`config.mk`:
```
export PLATFORM = sky130hd
export DESIGN_NAME = rng_sample_fifo
export DESIGN_NICKNAME = d
export VERILOG_FILES = /design/src/rtl/rng_sample_fifo.sv
export SDC_FILE = /design/constraint.sdc
export NUM_CORES = 1
export LEC_CHECK = 0
export ABC_CLOCK_PERIOD_IN_PS = 9730
export CAP_MARGIN = 20
export CORE_MARGIN = 4
export CORE_UTILIZATION = 64
export CTS_CLUSTER_SIZE = 14
export DETAILED_ROUTE_END_ITERATION = 10
export GPL_TIMING_DRIVEN = 0
export PLACE_DENSITY = 0.89
export SETUP_SLACK_MARGIN = 0.3
export SLEW_MARGIN = 20
export SYNTH_ARGS = -nofsm -noshare
export SYNTH_HDL_FRONTEND = slang
export SYNTH_SLANG_ARGS = --single-unit
```
`constraint.sdc`:
```
create_clock -name clk -period 9.73 [get_ports clk]
set_input_delay 2.4325 -clock clk [delete_from_list [all_inputs] [get_ports clk]]
set_output_delay 2.4325 -clock clk [all_outputs]
set_load 0.03 [all_outputs]
```
`src/rtl/rng_sample_fifo.sv`:
```
// Sample buffer behind the Gaussian rng: drops DISCARD warm-up samples, then
// queues samples in a show-ahead circular FIFO with a saturating drop counter.
module rng_sample_fifo #(
  parameter int BY      = 16,
  parameter int DEPTH   = 16,
  parameter int DISCARD = 4,
  parameter int CNT_BW  = 16,
  parameter int AW      = $clog2(DEPTH)
) (
  input  logic              clk,
  input  logic              rst,
  input  logic [BY-1:0]     sample_in,
  input  logic              sample_valid,
  output logic [BY-1:0]     out_data,
  output logic              out_valid,
  input  logic              out_ready,
  output logic [AW:0]       level,
  output logic [CNT_BW-1:0] overflow_count,
  output logic              warm
);

  // Keep the counter at least one bit wide so DISCARD=0 still elaborates.
  localparam int WCW = (DISCARD > 0) ? $clog2(DISCARD + 1) : 1;

  typedef enum logic {WARMUP, RUN} state_t;

  state_t         state, state_nxt;
  logic [WCW-1:0] wcnt, wcnt_nxt;
  logic [AW:0]    wp, rp;
  logic [BY-1:0]  mem [DEPTH];
  logic           full, pop, push, drop;

  assign level     = wp - rp;
  assign full      = (level == (AW+1)'(DEPTH));
  assign out_valid = (level != '0);
  assign out_data  = mem[rp[AW-1:0]];
  assign warm      = (state == RUN);
  assign pop       = out_valid && out_ready;
  assign push      = warm && sample_valid && (!full || pop);
  assign drop      = warm && sample_valid && full && !pop;

  // The DISCARD-th warm-up sample is itself thrown away; RUN starts after it.
  always_comb begin
    state_nxt = state;
    wcnt_nxt  = wcnt;
    if (state == WARMUP && sample_valid) begin
      if (wcnt == WCW'(DISCARD - 1)) state_nxt = RUN;
      else                           wcnt_nxt  = wcnt + WCW'(1);
    end
  end

  always_ff @(posedge clk) begin
    if (rst) begin
      state          <= (DISCARD == 0) ? RUN : WARMUP;
      wcnt           <= '0;
      wp             <= '0;
      rp             <= '0;
      overflow_count <= '0;
    end else begin
      state <= state_nxt;
      wcnt  <= wcnt_nxt;
      if (push) wp <= wp + (AW+1)'(1);
      if (pop)  rp <= rp + (AW+1)'(1);
      if (drop && overflow_count != '1) overflow_count <= overflow_count + CNT_BW'(1);
    end
  end

  // Storage is not reset; pointers alone define what is valid.
  always_ff @(posedge clk) begin
    if (push && !rst) mem[wp[AW-1:0]] <= sample_in;
  end

endmodule

```
## Word-level counts from Yosys, hierarchy flattened

Memories as Yosys holds them, arrays and structs flattened. A register that Yosys moved wholly into a read port is not among the register bits.
Index checks and enable logic that the tools add are counted.

- Memories kept: 1
- Output and inout bits: 39
- Register bits: 30
- Input port bits: 20
- Memory bits (writable): 256
- Word-level logic and storage cells: 35

Memory list:

| name | words | width | rd ports | clocked after memory_dff | wr ports | RTL line | source |
|---|---|---|---|---|---|---|---|
| mem | 16 | 16 | 1 | 1 | 1 | 30 | `logic [BY-1:0] mem [DEPTH];` |

- Reductions and logical operators: 15
- Equality and inequality tests: 3
- $add $sub $neg: 5
- Mux-type cells: 4
- Bitwise gates (word level): 2

Operators with widths:

| kind | count |
|---|---|
| 16-bit by 1-bit adder with 16-bit output (second input constant) | 1 |
| 16-bit != test (second input constant) | 1 |
| 5-bit by 1-bit adder with 5-bit output (second input constant) | 2 |
| 1-bit logical AND | 8 |
| 4-bit two-way mux | 2 |
| 5-bit == test (second input constant) | 1 |
| 5-bit nonzero test | 1 |
| 5-bit subtractor | 1 |
| 2-bit AND reduction | 2 |
| 3-bit by 1-bit adder with 3-bit output (second input constant) | 1 |
| 3-bit by 2-bit == test with 1-bit output (second input constant) | 1 |
| 1-bit zero test | 3 |
| 1-bit two-way mux | 2 |
| 1-bit NOT | 2 |
| 1-bit logical OR | 1 |

## Logic depth before layout (Yosys ltp)

- Word-level depth: 8
- Depth in mapped cells: 11
- Gate-level depth less buffers: 10

## Worst setup path before layout

No wires, ideal clock.

- Kind: input to register
- Start point: in out_ready
- End point: mem mem[2][0], enable pin
- Setup time: 0.430 ns
- Path buffers: 2
- Data required time: 9.300 ns
- Stages: 6
- Arrival time: 4.959 ns
- Slack: 4.340 ns
- Cell sequence: nor2_1 > mux2i_2 > o21ai_0 > clkbuf_1 > buf_2 > nor4_1

- Cells in the longest elaborated chain, start to end: 6

RTL lines:

| item | RTL line | source |
|---|---|---|
| start, declared | 16 | `input logic out_ready,` |
| 1-bit logical AND | 38 | `assign pop = out_valid && out_ready;` |
| 1-bit logical OR | 39 | `assign push = warm && sample_valid && (!full \|\| pop);` |
| 1-bit logical AND | 39 |  |
| 1-bit logical AND | 70 | `if (push && !rst) mem[wp[AW-1:0]] <= sample_in;` |
| 1-bit two-way mux | 70 |  |
| 1-bit two-way mux (implied by the code) | 70 |  |
| end, declared | 30 |  |

No other way between the ends.

## Worst setup path after layout

- Start point: reg wp[0]
- End point: out out_valid

- Cells in the longest elaborated chain, start to end: 2

RTL lines:

| item | RTL line | source |
|---|---|---|
| start, declared | 29 | `logic [AW:0] wp, rp;` |
| start signal, assigned | 62 | `if (push) wp <= wp + (AW+1)'(1);` |
| 5-bit subtractor | 33 | `assign level = wp - rp;` |
| 5-bit nonzero test | 35 | `assign out_valid = (level != '0);` |
| end, declared | 15 | `output logic out_valid,` |

No other way between the ends.

==> results.json <==
{
  "p_per_area_nw_per_um2": 232,
  "antenna_found_initial": 0,
  "power_frac_clock_pct": 33.1,
  "cp_max_fo": 10,
  "max_freq_ghz": 0.159,
  "cp-end-kind": "output pin",
  "grt_usage_pct": 29.8,
  "setup_slack_ps": 3450,
  "cts.sinks": 290,
  "fin_hold_ws_ps": 520,
  "cp_data_arrival_time_ps": 3850,
  "drc": 0,
  "post-cts-setup-buffer-count": 0,
  "hold_viol_final": 0,
  "finalWeightedCongestion": 0.922,
  "synth_edf_count": 256,
  "max-cap-violations": 0,
  "r2r_cells": 13,
  "area_growth_pct": 18.1,
  "cp-start-kind": "flop",
  "drt-initial-drc-count": 776,
  "holdPathStages": 2,
  "internal_power_w": 0.00231,
  "num_rows": 48,
  "die_x_um": 142,
  "p_sw_share_pct": 27.2,
  "p_leak_nw": 4.30,
  "ff2ff_setup_slack_ps": 5170,
  "drtPass1Iterations": 5,
  "synth-seq-cells": 290,
  "final_net_count": 747,
  "clock_latency_ps": 540,
  "skew_ps": 18.0,
  "start_util_pct": 66.1,
  "r2r_end": "mem[2][14]",
  "final_layout_size_suffix_gt1_share_pct": 25.9,
  "wl_um": 28800,
  "setup_tns_ps": 0,
  "diodes": 0,
  "vias": 6614,
  "grt_max_degree": 17,
  "clkTransAtPathRegs_ps": 70,
  "avgSynthCellArea_um2": 19.6,
  "netlist_area_um2": 11600,
  "grt_pass1_vias": 6973,
  "io_pins": 59,
  "layout_common_cells": "256 x edfxtp_1, 80 x mux4_2, 58 x clkdlybuf4s50_1",
  "ant_nets": 0,
  "synthCells": 590,
  "finalCritPeriodShare_pct": 64.6,
  "wire_per_inst_um": 30.1,
  "die_area_um2": 20300,
  "cts_buffers": 28,
  "layout_commonest_cell": "edfxtp_1",
  "synth_cell_types": 47,
  "cts_tree": "done",
  "hold_start": "overflow_count[9]",
  "fin_crit_ps": 6280,
  "cts_resized": 0,
  "cts_root_buf": "clkbuf_16",
  "synthArstFlopShare_pct": 0,
  "fp.dieH_um": 142,
  "relSlewSlack_pct": 31.2,
  "synth_seq_area_share_pct": 72.4,
  "hold_path.class": "flop to flop",
  "ys_warn_count": 0,
  "htree_levels": 1,
  "rsz0062_at_grt": "no",
  "critical_path_class": "flop to output pin",
  "worst_hold_path.endpoint": "overflow_count[9]",
  "ir_worst_vdd_mv": 0.214,
  "synth_flop_cell": "edfxtp_1",
  "grt_pass1_wl_um": 43800,
  "synth_fp_nets": 623,
  "portBuffers": 58,
  "place_ws_ps": 3980,
  "hpwl_um": 17700,
  "finalMaxSlewViolations": 0,
  "crit_required_ps": 7300,
  "worst_slew_pin_slew_ps": 1030,
  "overflow": 0,
  "report.final.setup_viol": 0,
  "power_frac_comb_pct": 23.8,
  "p_seq_share_pct": 43.1,
  "holdBufCountCts": 0,
  "final.fill_count": 830,
  "p_sw_w": 0.000863,
  "vias_per_cell": 6.90,
  "core_area_um2": 17500,
  "status": "finished, final reports clean",
  "cts_buffer_depth": 3,
  "r2r_start": "wp[0]"
}
[through the flow]
| stage | instance area [um^2] | power, W | instances | util, % |
|---|---|---|---|---|
| 6_report | 13600 | 0.00317 | 959 | 78.1 |
| 5_1_grt | 13600 | 0.00328 | 959 | 78.1 |
| 4_1_cts | 13600 | 0.00318 | 959 | 78.1 |
| 3_5_place_dp | 12800 | 0.00213 | 909 | 73.1 |
| 3_3_place_gp | 12400 | 0.00210 | 873 | 71.0 |
| 2_1_floorplan | 11600 | 0.00190 | 590 | - |
[layout make-up]
type / instances / area, um^2 / share of cell area, %
Sequential cell: 290 / 8370 / 61.3
Multi-Input combinational cell: 258 / 3100 / 22.7
Timing Repair Buffer: 94 / 843 / 6.18
Clock buffer: 36 / 762 / 5.58
Tap cell: 225 / 282 / 2.06
Buffer: 30 / 131 / 0.963
Clock inverter: 14 / 115 / 0.843
Inverter: 12 / 45.0 / 0.330
[sequential cells by signal, summed over array words and instances, names as in the netlist, named ones only]
signal / cells
warm: 1
wcnt: 3
mem: 256
rp: 5
wp: 5
overflow_count: 16
[worst max-delay path by stage]
stage                         start         end  slack [ps]  depth (start not counted)
final                         wp[0]   out_valid        3450                         10
after global routing          wp[0]   out_valid        3260                         10
after CTS                     wp[0]   out_valid        3450                         10
after detailed placement  out_ready  mem[3][11]        3980                          9
after global placement    out_ready   mem[4][9]        1990                          6
after floorplan           out_ready   mem[2][0]        4340                          6
[per-layer routing]
metal	part of all wire (%)	vias up	GRT usage, %
met5	0	-	0
met4	4.2	0	11.5
met3	7.7	101	4.30
met2	53	441	52.6
met1	35	3410	38.1
li1	-	2662	-
[cell families (layout without fill, tap and decap cells)]
logic type | after synthesis | in the layout | share of synthesized area, %
xor gates and xnor gates | 17 | 17 | 1.29
adders and majority gates | 13 | 13 | 1.47
muxes | 88 | 88 | 16.4
DFF | 290 | 290 | 72.4
buffers and inverters | 42 | 186 | 1.51
and+or+nand+nor | 111 | 111 | 5.37
AOI/OAI and AO/OA | 29 | 29 | 1.54
[synthesized netlist by cell type, types with 3 or more instances]
| master | number | area (um^2) |
|---|---|---|
| a21oi_1 | 10 | 50.1 |
| and2_1 | 3 | 18.8 |
| and4_1 | 3 | 26.3 |
| buf_1 | 3 | 11.3 |
| buf_2 | 7 | 35.0 |
| clkbuf_1 | 19 | 71.3 |
| dfxtp_1 | 34 | 681 |
| edfxtp_1 | 256 | 7690 |
| ha_1 | 12 | 150 |
| inv_1 | 12 | 45.0 |
| mux2i_1 | 4 | 40.0 |
| mux4_2 | 80 | 1800 |
| nand2_1 | 10 | 37.5 |
| nand2b_1 | 7 | 43.8 |
| nand3_1 | 9 | 45.0 |
| nand4_1 | 7 | 43.8 |
| nor2_1 | 23 | 86.3 |
| nor2b_1 | 6 | 37.5 |
| nor3_1 | 14 | 70.1 |
| nor4_1 | 8 | 50.1 |
| nor4b_1 | 5 | 43.8 |
| o21ai_0 | 7 | 35.0 |
| or4_1 | 4 | 30.0 |
| xnor2_1 | 9 | 78.8 |
| xor2_1 | 8 | 70.1 |
[power by group through the flow]
stage / sequential [W] / clock (W) / combinational [W]
after floorplan: 0.00139 / 0 / 0.000508
after global placement: 0.00139 / 0 / 0.000711
after detailed placement: 0.00139 / 0 / 0.000737
after CTS: 0.00137 / 0.00106 / 0.000755
after global routing: 0.00137 / 0.00112 / 0.000795
final: 0.00137 / 0.00105 / 0.000754
[critical path: stages (launching register included)]
cell and delay [ps]:
dfxtp_1 360, inv_1 190, ha_1 210, inv_1 60
fa_1 400, xor2_1 260, nor4b_1 80, mux2i_1 490
clkbuf_1 410, or2_2 180, clkdlybuf4s50_1 670
Note: power is estimated with default switching activity, not from simulation.
